===== config.mk =====
export PLATFORM = sky130hd
export DESIGN_NAME = rom_bus_arbiter
export DESIGN_NICKNAME = d
export VERILOG_FILES = /design/src/rtl/rom_bus_arbiter.sv
export SDC_FILE = /design/constraint.sdc
export NUM_CORES = 1
export LEC_CHECK = 0
export CORE_AREA = 2 2 127 129
export CTS_CLUSTER_SIZE = 25
export DETAILED_ROUTE_END_ITERATION = 7
export DIE_AREA = 0 0 129 131
export SYNTH_ARGS = -nofsm -noshare
export SYNTH_HDL_FRONTEND = slang
export SYNTH_SLANG_ARGS = --single-unit

===== constraint.sdc =====
create_clock -name clk -period 4.6 [get_ports clk]
set_input_delay 0.69 -clock clk [delete_from_list [all_inputs] [get_ports clk]]
set_output_delay 0.69 -clock clk [all_outputs]
set_load 0.1 [all_outputs]

===== src/rtl/rom_bus_arbiter.sv =====
// Two-master round-robin arbiter in front of the ROM TileLink-UL port.
// Latency: A handshake -> s_a_valid 1 cycle; D path is a combinational pass-through.
// Backpressure: one transaction outstanding; m*_a_ready low in REQ/RESP, s_d_ready follows granted d_ready.
//
// Ports:
//   clk, rst_n                  clock (rising edge), async active-low reset
//   m0_a_* / m0_d_*             master 0 (instruction fetch) A request / D response
//   m1_a_* / m1_d_*             master 1 (data/debug loader) A request / D response
//   s_a_* / s_d_*               ROM slave A request (registered) / D response
//   err_stray_d                 sticky flag: ROM response seen outside RESP
module rom_bus_arbiter #(
  parameter int AW  = 32,
  parameter int DW  = 64,
  parameter int ABW = AW + 6,
  parameter int DBW = DW + 3
) (
  input  logic           clk,
  input  logic           rst_n,
  input  logic           m0_a_valid,
  output logic           m0_a_ready,
  input  logic [ABW-1:0] m0_a_bits,
  output logic           m0_d_valid,
  input  logic           m0_d_ready,
  output logic [DBW-1:0] m0_d_bits,
  input  logic           m1_a_valid,
  output logic           m1_a_ready,
  input  logic [ABW-1:0] m1_a_bits,
  output logic           m1_d_valid,
  input  logic           m1_d_ready,
  output logic [DBW-1:0] m1_d_bits,
  output logic           s_a_valid,
  input  logic           s_a_ready,
  output logic [ABW-1:0] s_a_bits,
  input  logic           s_d_valid,
  output logic           s_d_ready,
  input  logic [DBW-1:0] s_d_bits,
  output logic           err_stray_d
);

  typedef enum logic [1:0] {
    S_IDLE = 2'd0,
    S_REQ  = 2'd1,
    S_RESP = 2'd2
  } state_t;

  state_t         r_state;
  state_t         w_state_nxt;
  logic           r_grant;
  logic           r_last_grant;
  logic [ABW-1:0] r_a_bits;
  logic           r_err;

  logic           w_sel;
  logic           w_a_fire;

  // Round-robin: on a tie the master that did not win last time goes next.
  always_comb begin
    if (m0_a_valid && m1_a_valid) begin
      w_sel = ~r_last_grant;
    end else begin
      w_sel = m1_a_valid;
    end
  end

  assign w_a_fire = (r_state == S_IDLE) && (m0_a_valid || m1_a_valid);

  always_ff @(posedge clk or negedge rst_n) begin
    if (!rst_n) begin
      r_state      <= S_IDLE;
      r_grant      <= 1'b0;
      r_last_grant <= 1'b1;
      r_a_bits     <= '0;
      r_err        <= 1'b0;
    end else begin
      r_state <= w_state_nxt;
      if (w_a_fire) begin
        r_a_bits     <= w_sel ? m1_a_bits : m0_a_bits;
        r_grant      <= w_sel;
        r_last_grant <= w_sel;
      end
      if (s_d_valid && (r_state != S_RESP)) begin
        r_err <= 1'b1;
      end
    end
  end

  always_comb begin
    w_state_nxt = r_state;
    m0_a_ready  = 1'b0;
    m1_a_ready  = 1'b0;
    m0_d_valid  = 1'b0;
    m1_d_valid  = 1'b0;
    m0_d_bits   = '0;
    m1_d_bits   = '0;
    s_a_valid   = 1'b0;
    s_d_ready   = 1'b0;

    case (r_state)
      S_IDLE: begin
        // Ready is held off during reset: a handshake then would be lost
        // because the payload register cannot capture it.
        if (w_a_fire && rst_n) begin
          m0_a_ready  = ~w_sel;
          m1_a_ready  = w_sel;
          w_state_nxt = S_REQ;
        end
      end
      S_REQ: begin
        s_a_valid = 1'b1;
        if (s_a_ready) begin
          w_state_nxt = S_RESP;
        end
      end
      S_RESP: begin
        if (r_grant) begin
          m1_d_valid = s_d_valid;
          m1_d_bits  = s_d_bits;
          s_d_ready  = m1_d_ready;
        end else begin
          m0_d_valid = s_d_valid;
          m0_d_bits  = s_d_bits;
          s_d_ready  = m0_d_ready;
        end
        if (s_d_valid && s_d_ready) begin
          w_state_nxt = S_IDLE;
        end
      end
      default: begin
        w_state_nxt = S_IDLE;
      end
    endcase
  end

  assign s_a_bits    = r_a_bits;
  assign err_stray_d = r_err;

endmodule


==> summary.md, run 1 <==
| Metric | Value |
|---|---|
| Status | `complete, no violations` |
| Initial DRC count | `78` |
| Synth area leader | `mux2_4` |
| Max incr delay on CP | `1.17 ns` |
| Final Max Slew Viols | `0` |
| Antenna Violating Nets Remaining | `0` |
| Final WL | `13,200 µm` |
| Clock Tree Buf Depth | `2` |
| Initial antenna violation count | `0` |
| Residual DRC | `0` |
| Die X | `129 µm` |
| WS Path Type | `primary input to output pin` |
| Total CTS buffers | `5` |
| Area growth syn-to-layout | `97.8%` |
| Endpoints failing hold | `0` |
| Syn_nets | `449` |
| Synth Instances | `298` |
| Vias per cell | `3.99` |
| Core area | `0.0156 mm²` |
| Crit path max fanout | `2` |
| Global-route wire length before repair | `18,100 µm` |
| Setup TNS Final | `0 ns` |
| CTS sink count | `43` |
| Post-CTS setup buffer count | `0` |
| Die outline height | `131 µm` |
| Vias in the first global route | `3,246` |
| Nets | `765` |
| H-Tree Depth | `2` |
| Largest net degree at the start of global routing | `69` |
| Min cycle time layout | `3.29 ns` |
| Required @ worst endpoint | `3.91 ns` |
| Setup-failing EPs final | `0` |
| Max-Cap Viols | `0` |
| Average wire per standard cell | `15.9 µm` |
| Least-Margin Pin Slew | `1.13 ns` |
| Clock transition at path regs | `0.06 ns` |
| CTS tree | `built` |
| Ports | `330` |
| Syn avg cell area | `11.2 µm²` |
| Crit share post-route | `71.6%` |
| Most area-consuming cells after synthesis | `mux2_4 33%, dfrtp_1 31%, and2_1 25%` |
| Share of cells above drive strength 1 | `37.7%` |
| Antenna diodes | `0` |
| Dpl hpwl | `10,600 µm` |
| HP Class | `primary input to asynchronous set/reset pin` |
| Clock skew | `0.00379 ns` |
| FP Rows | `46` |
| DRT Pass-1 Iters | `4` |
| Die Footprint | `0.0169 mm²` |
| CP top delay family | `buffers and inverters` |
| Worst skew pair latency | `0.28 ns` |
| Yosys Warn Count | `0` |
| Sequential area share after synthesis | `32.2%` |
| Slew HR | `24.6%` |
| Number of gates resized after CTS | `0` |
| Post-synth cell types | `26` |
| Fmax | `0.304 GHz` |
| Mapped cell area | `0.00334 mm²` |
| Register bit total from synthesis | `43` |
| Post-cts hold buffer count | `0` |
| Via count | `3,313` |
| Final GP Congestion | `0.756` |
| CTS Root Cell | `clkbuf_16` |
| Worst path buffer plus inverter count | `2` |
| Crit path max-delay cell type | `clkdlybuf4s50_1` |
| Initial Util | `21.4%` |
| Worst path arrival time | `2.60 ns` |
| RSZ-0062 raised after global routing | `no` |
| GRT Total Usage | `13.8%` |
| Global route overflow | `0` |
| Crit. End Element | `output pin` |
| Worst setup SP type | `primary input` |
| Buffers on Ports | `329` |
| CP most frequent cell | `clkdlybuf4s50_1` |
| Share of the synthesized area in the top cell type | `33.3%` |
| Worst-path cell chain | `clkdlybuf4s50_1 -> mux2i_1 -> nor2_1 -> clkdlybuf4s50_1` |
-- cells in the mapped netlist, drive strengths merged --
master	number
mux2i	1
inv	2
nor2	4
a21o	1
a22o	1
nor2b	2
nand2b	1
buf	9
and3	1
mux2	76
dfstp	1
o32ai	1
dfrtp	42
a31oi	1
a21oi	1
o2bb2ai	1
and2	136
nor4b	1
a21bo	1
clkbuf	14
o21a	1
-- state kept, by name, indices dropped and copies added (netlist names) --
| name | count |
|---|---|
| r_state | 2 |
| err_stray_d | 1 |
| r_grant | 1 |
| r_last_grant | 1 |
| s_a_bits | 38 |
-- cell type report --
type                       count  area [µm²]
tap                          216         270
timing repair buffer         332        2970
inverter                       2        7.51
clock inverter                 1        7.51
multi-input combinational    230        2130
clock buffer                   7         153
sequential                    43        1080
fill                        1520        8990
-- cell usage in the layout, fill, tap and decap left out, drive strengths merged --
master,instances
a21bo,1
a21o,1
a21oi,1
a22o,1
a31oi,1
and2,136
and3,1
buf,142
clkbuf,7
clkdlybuf4s50,190
clkinvlp,1
dfrtp,42
dfstp,1
inv,2
mux2,76
mux2i,1
nand2b,1
nor2,4
nor2b,2
nor4b,1
o21a,1
o2bb2ai,1
o32ai,1
-- kinds of logic after synthesis --
| group | after synthesis | synth area share [%] |
|---|---|---|
| compound gates | 8 | 1.87 |
| buf+inv | 25 | 4.72 |
| simple gates | 145 | 26.9 |
| mux | 77 | 34.2 |
| flops | 43 | 32.2 |
-- worst paths after layout --
check	start	endpoint	slack, ns	cells after the start
hold reg to reg	err_stray_d$_DFFE_PN0P_	err_stray_d$_DFFE_PN0P_	0.48	1
max in group asynchronous	rst_n	r_last_grant$_DFFE_PN1P_	3.60	2
setup / recovery	m1_d_ready	s_d_ready	1.31	4
setup reg to reg	r_last_grant$_DFFE_PN1P_	s_a_bits[5]$_DFFE_PN0P_	2.43	4
hold / removal	rst_n	s_a_bits[4]$_DFFE_PN0P_	0.27	1
min in group clk	err_stray_d$_DFFE_PN0P_	err_stray_d$_DFFE_PN0P_	0.48	1
-- through the flow --
stage                     instances  setup WS, ns  hold slack (ns)  cell area [µm²]  utilization (%)
final                           831          1.31            0.268             6610             42.4
after global placement          823          1.25            0.449             6450             41.3
after detailed placement        823          1.30            0.474             6450             41.3
after floorplan                 298          1.02            0.394             3350                -
after CTS                       831          1.28            0.272             6610             42.4
after global routing            831          1.23            0.275             6610             42.4
-- routing by layer --
metal | global-route usage, % | part of all wire (%)
met5 | 0 | 0
met4 | 3.26 | 1.3
met3 | 3.71 | 6.6
met2 | 24.2 | 52
met1 | 16.8 | 40
Power of run 1 is not shown: default switching activity piles up to over one toggle a cycle in this logic, so the estimate is an artifact.
==> inputs of run 2 (changes only) <==
Settings changed: CORE_AREA 2 2 127 129 to 2 2 130 132, DIE_AREA 0 0 129 131 to 0 0 132 134.
Clock period 4.6 ns to 3.35 ns, I/O delays scaled along.
==> summary.md, run 2 (synthesis results as in run 1) <==
| Metric | Value |
|---|---|
| Required @ worst endpoint | `2.85 ns (was 3.91 ns)` |
| Die Footprint | `0.0177 mm² (was 0.0169 mm²)` |
| Multi-input gate area | `0.00213 mm² (unchanged)` |
| CTS tree | `built (unchanged)` |
| Core area | `0.0163 mm² (was 0.0156 mm²)` |
| WS Path Type | `flop to output pin (was primary input to output pin)` |
| Final Max Slew Viols | `0 (unchanged)` |
| Crit share post-route | `79.0%` |
| Dpl hpwl | `11,000 µm (was 10,600 µm)` |
| CTS Root Cell | `clkbuf_16 (unchanged)` |
| Least-Margin Pin Slew | `1.02 ns (was 1.13 ns)` |
| Crit path max fanout | `68 (was 2)` |
| Initial DRC count | `45 (was 78)` |
| Fmax | `0.378 GHz` |
| Commonest non-fill, non-tap cell in the layout | `clkdlybuf4s50_1 (unchanged)` |
| RSZ-0062 raised after global routing | `no (unchanged)` |
| Initial Util | `20.5% (was 21.4%)` |
| Final GP Congestion | `0.866 (was 0.756)` |
| Crit. End Element | `output pin (unchanged)` |
| Min cycle time layout | `2.65 ns` |
| FF/Latch Area | `0.00108 mm² (unchanged)` |
| # fillers | `1,565 (was 1,520)` |
| Setup-failing EPs final | `0 (unchanged)` |
| Hold slack | `0.0763 ns (was 0.268 ns)` |
| Global-route wire length before repair | `19,500 µm (was 18,100 µm)` |
| Worst path arrival time | `2.14 ns (was 2.60 ns)` |
| Die X | `132 µm (was 129 µm)` |
| Final WL | `13,300 µm (was 13,200 µm)` |
| Die outline height | `134 µm (was 131 µm)` |
| Antenna diodes | `0 (unchanged)` |
| Via count | `3,334 (was 3,313)` |
| Max-Cap Viols | `0 (unchanged)` |
| Setup TNS Final | `0 ns (unchanged)` |
| Number of gates resized after CTS | `0 (unchanged)` |
| Post-CTS setup buffer count | `0 (unchanged)` |
| Clock skew | `0.00752 ns (was 0.00379 ns)` |
| Initial antenna violation count | `0 (unchanged)` |
| GRT Total Usage | `13.9% (was 13.8%)` |
| Worst skew pair latency | `0.28 ns (about the same)` |
| Clock transition at path regs | `0.06 ns (about the same)` |
| Largest net degree at the start of global routing | `69 (unchanged)` |
| Launching point of the worst reg2reg path | `r_state[1]$_DFFE_PN0P_ (was r_last_grant$_DFFE_PN1P_)` |
| Global route overflow | `0 (unchanged)` |
| CTS sink count | `43 (unchanged)` |
| Endpoints failing hold | `0 (unchanged)` |
| Max reg flops | `38 (unchanged)` |
| Ports | `330 (unchanged)` |
| Vias in the first global route | `3,414 (was 3,246)` |
| Post-cts hold buffer count | `0 (unchanged)` |
| R2R Setup Slk | `1.39 ns (was 2.43 ns)` |
| Residual DRC | `0 (unchanged)` |
| Most frequent cells in the layout | `186 x clkdlybuf4s50_1, 136 x and2_1, 132 x buf_4 (was 190 x clkdlybuf4s50_1, 141 x buf_4, 136 x and2_1)` |
| Clock Tree Buf Depth | `2 (unchanged)` |
| Antenna Violating Nets Remaining | `0 (unchanged)` |
| Worst R2R End | `s_a_bits[22]$_DFFE_PN0P_ (was s_a_bits[5]$_DFFE_PN0P_)` |
| Slew HR | `31.6% (was 24.6%)` |
| Area growth syn-to-layout | `104% (was 97.8%)` |
| DRT Pass-1 Iters | `4 (unchanged)` |
| Path depth of the worst reg2reg path | `4 (unchanged)` |
| Worst setup SP type | `flop (was primary input)` |
| Nets | `768 (was 765)` |
| FP Rows | `47 (was 46)` |
| HP Class | `primary input to asynchronous set/reset pin (unchanged)` |
| H-Tree Depth | `2 (unchanged)` |
| Total CTS buffers | `5 (unchanged)` |
| Vias per cell | `3.98 (was 3.99)` |
| Status | `complete, no violations (unchanged)` |
| Average wire per standard cell | `15.9 µm (about the same)` |
| Buffers on Ports | `329 (unchanged)` |
| Share of cells above drive strength 1 | `38.5% (was 37.7%)` |
## run 2: critical path, stage by stage, from the launching register on
cell and delay (ns):
dfrtp_1 0.44, nand2b_1 0.30, nor2_4 0.13, buf_4 0.44, and2_1 0.25, buf_4 0.30
## run 2: final cells by class
type                            instances  area share (%)
Timing Repair Buffer                  335            46.7
Multi-Input combinational cell        230            31.3
Sequential cell                        43            15.8
Tap cell                              220            4.04
Clock buffer                            6            1.89
Clock inverter                          2           0.184
Inverter                                2           0.110
## run 2: metal layers
metal	up-vias	share of wire (%)	track usage [%]
met1	1561	38	15.4
met2	145	54	26.7
li1	1616	-	-
met5	-	0	0
met4	0	1.8	3.44
met3	12	6.4	3.21
## run 2: per-stage QoR
stage	cells	instance area (µm²)	utilization, %	setup WS, ns
floorplan	298	3350	-	0.149
global placement	830	6670	40.9	0.842
detailed placement	830	6670	40.9	0.807
CTS	838	6810	41.8	0.680
global route	838	6810	41.8	0.565
finish	838	6810	41.8	0.703
## run 2: worst max-delay path by stage
stage	startpoint	endpoint	slack [ns]
after floorplan	m1_a_valid	m1_a_ready	0.15
after global placement	m1_a_valid	m1_a_ready	0.84
after detailed placement	m1_a_valid	m1_a_ready	0.81
after CTS	r_state[0]$_DFFE_PN0P_	m1_d_bits[16]	0.68
after global routing	r_state[0]$_DFFE_PN0P_	m1_d_bits[16]	0.57
final	r_state[0]$_DFFE_PN0P_	m1_d_bits[16]	0.70
Power of run 2 is left out for the same reason.
==> inputs of run 3 (changes only) <==
Settings changed: CORE_AREA 2 2 130 132 to 2 2 129 131, DIE_AREA 0 0 132 134 to 0 0 131 133.
Clock period 3.35 ns to 2.29 ns, I/O delays scaled along.
==> summary.md, run 3 (synthesis results as in run 1) <==
| Metric | Value |
|---|---|
| Status | `complete, no violations (unchanged)` |
| Die Footprint | `0.0174 mm² (was 0.0177 mm²)` |
| Final WL | `15,500 µm (was 13,300 µm)` |
| Post-CTS setup buffer count | `0 (unchanged)` |
| Pwr dens | `1450 mW/mm²` |
| Max reg flops | `38 (unchanged)` |
| Required @ worst endpoint | `1.95 ns (was 2.85 ns)` |
| CTS Root Cell | `clkbuf_16 (unchanged)` |
| Total CTS buffers | `5 (unchanged)` |
| Largest net degree at the start of global routing | `69 (unchanged)` |
| Via count | `3,378 (was 3,334)` |
| Average wire per standard cell | `18.3 µm (was 15.9 µm)` |
| Leak | `3.71 nW` |
| Vias in the first global route | `3,521 (was 3,414)` |
| Buffers on Ports | `329 (unchanged)` |
| Worst setup SP type | `flop (unchanged)` |
| DRT Pass-1 Iters | `4 (unchanged)` |
| Fin util | `52.4% (was 41.8%)` |
| FF/Latch Area | `0.00108 mm² (unchanged)` |
| Setup TNS Final | `0 ns (unchanged)` |
| Max-Cap Viols | `0 (unchanged)` |
| Critical path origin | `r_state[0]$_DFFE_PN0P_ (unchanged)` |
| Worst skew pair latency | `0.28 ns (about the same)` |
| HP Class | `primary input to asynchronous set/reset pin (unchanged)` |
| Multi-input gate area | `0.00219 mm² (was 0.00213 mm²)` |
| Final GP Congestion | `0.791 (was 0.866)` |
| Crit path max fanout | `34 (was 68)` |
| Initial DRC count | `78 (was 45)` |
| Ports | `330 (unchanged)` |
| Share of cells above drive strength 1 | `51.5% (was 38.5%)` |
| Antenna diodes | `0 (unchanged)` |
| Crit. End Element | `output pin (unchanged)` |
| Global-route wire length before repair | `21,800 µm (was 19,500 µm)` |
| Peak supply drop | `1.32 mV` |
| Die outline height | `133 µm (was 134 µm)` |
| Launching point of the worst reg2reg path | `r_last_grant$_DFFE_PN1P_ (was r_state[1]$_DFFE_PN0P_)` |
| Min cycle time layout | `2.19 ns` |
| Residual DRC | `0 (unchanged)` |
| Slew HR | `65.7% (was 31.6%)` |
| WS Path Type | `flop to output pin (unchanged)` |
| Least-Margin Pin Slew | `0.515 ns (was 1.02 ns)` |
| CTS sink count | `43 (unchanged)` |
| Initial antenna violation count | `1 (was 0)` |
| Setup-failing EPs final | `0 (unchanged)` |
| Global route overflow | `0 (unchanged)` |
| Endpoints failing hold | `0 (unchanged)` |
| Dpl hpwl | `13,000 µm (was 11,000 µm)` |
| H-Tree Depth | `2 (unchanged)` |
| Finished layout cell area | `0.00848 mm² (was 0.00681 mm²)` |
| Initial Util | `20.7% (was 20.5%)` |
| Final worst slack | `0.102 ns (was 0.703 ns)` |
| Hold slack | `0.432 ns (was 0.0763 ns)` |
| RSZ-0062 raised after global routing | `no (unchanged)` |
| Area growth syn-to-layout | `154% (was 104%)` |
| Crit share post-route | `95.6%` |
| Vias per cell | `4.01 (was 3.98)` |
| Antenna Violating Nets Remaining | `0 (unchanged)` |
| Core area | `0.0162 mm² (was 0.0163 mm²)` |
| Clock Tree Buf Depth | `2 (unchanged)` |
| Clock transition at path regs | `0.06 ns (about the same)` |
| Most frequent cells in the layout | `149 x clkdlybuf4s50_1, 145 x buf_12, 96 x and2_1 (was 186 x clkdlybuf4s50_1, 136 x and2_1, 132 x buf_4)` |
| Die X | `131 µm (was 132 µm)` |
| Clock skew | `0.00604 ns (was 0.00752 ns)` |
| Nets | `773 (was 768)` |
| Fmax | `0.457 GHz` |
| Worst path arrival time | `1.84 ns (was 2.14 ns)` |
| Worst slack at placement | `0.171 ns (was 0.807 ns)` |
| # fillers | `1,385 (was 1,565)` |
| Area after DPL | `0.00826 mm² (was 0.00667 mm²)` |
| CTS tree | `built (unchanged)` |
| Final Max Slew Viols | `0 (unchanged)` |
| Commonest non-fill, non-tap cell in the layout | `clkdlybuf4s50_1 (unchanged)` |
| GRT Total Usage | `16.6% (was 13.9%)` |
| FP Rows | `47 (unchanged)` |
[run 3: changes by cell type in the layout (fill, tap and decap cells not counted), moves of 37 or more]
cell,previous run,this run
clkdlybuf4s50_1,186,149
and2_2,0,40
buf_12,16,145
and2_1,136,96
buf_4,132,43
[run 3: worst max-delay path: stages (launching register included)]
cell and delay, ns:
dfrtp_1 0.37, nand2b_2 0.26, nor2_4 0.23, buf_12 0.21, and2_1 0.26, buf_12 0.21
[run 3: worst paths after layout]
check	endpoint	slack, ns	cells after the start
setup / recovery	m0_d_bits[28]	0.10	5
hold / removal	s_a_bits[32]$_DFFE_PN0P_	0.43	2
setup reg to reg	s_a_bits[5]$_DFFE_PN0P_	0.51	4
hold reg to reg	err_stray_d$_DFFE_PN0P_	0.46	1
max in group asynchronous	r_last_grant$_DFFE_PN1P_	1.09	3
min in group clk	err_stray_d$_DFFE_PN0P_	0.46	1
[run 3: per-stage QoR]
stage | instances | power [W]
2_1_floorplan | 298 | 0.00834
3_3_place_gp | 833 | 0.0114
3_5_place_dp | 833 | 0.0114
4_1_cts | 842 | 0.0123
5_1_grt | 843 | 0.0126
6_report | 843 | 0.0123
[run 3: timing repair]
action / in CTS / in global routing
hold buffers: 1 / 0
gates resized for setup: 0 / 2
endpoints found under the hold margin: 4 / 0
endpoints found under the setup margin: 0 / 2
[run 3: where the power goes]
group	internal [W]	total (W)	switching [W]
combinational	0.00327	0.0100	0.00676
sequential	0.00115	0.00141	0.000256
clock	0.000542	0.000828	0.000286
[run 3: final cells by class]
type | instances | share of cell area (%)
clock buffers | 6 | 1.64
clock inverters | 2 | 0.413
inverters | 2 | 0.0885
multi-input cells | 230 | 25.8
flip-flops and latches | 43 | 12.7
well taps | 220 | 3.25
repair buffers | 340 | 56.1
[run 3: per-layer routing]
metal,GRT usage (%),wire (µm),vias to the layer above
met3,4.53,1200,31
li1,-,-,1625
met2,30.4,8210,158
met4,5.14,459,2
met1,18.4,5570,1562
met5,0,12,-
No activity file was read; power rests on OpenSTA's default activity.
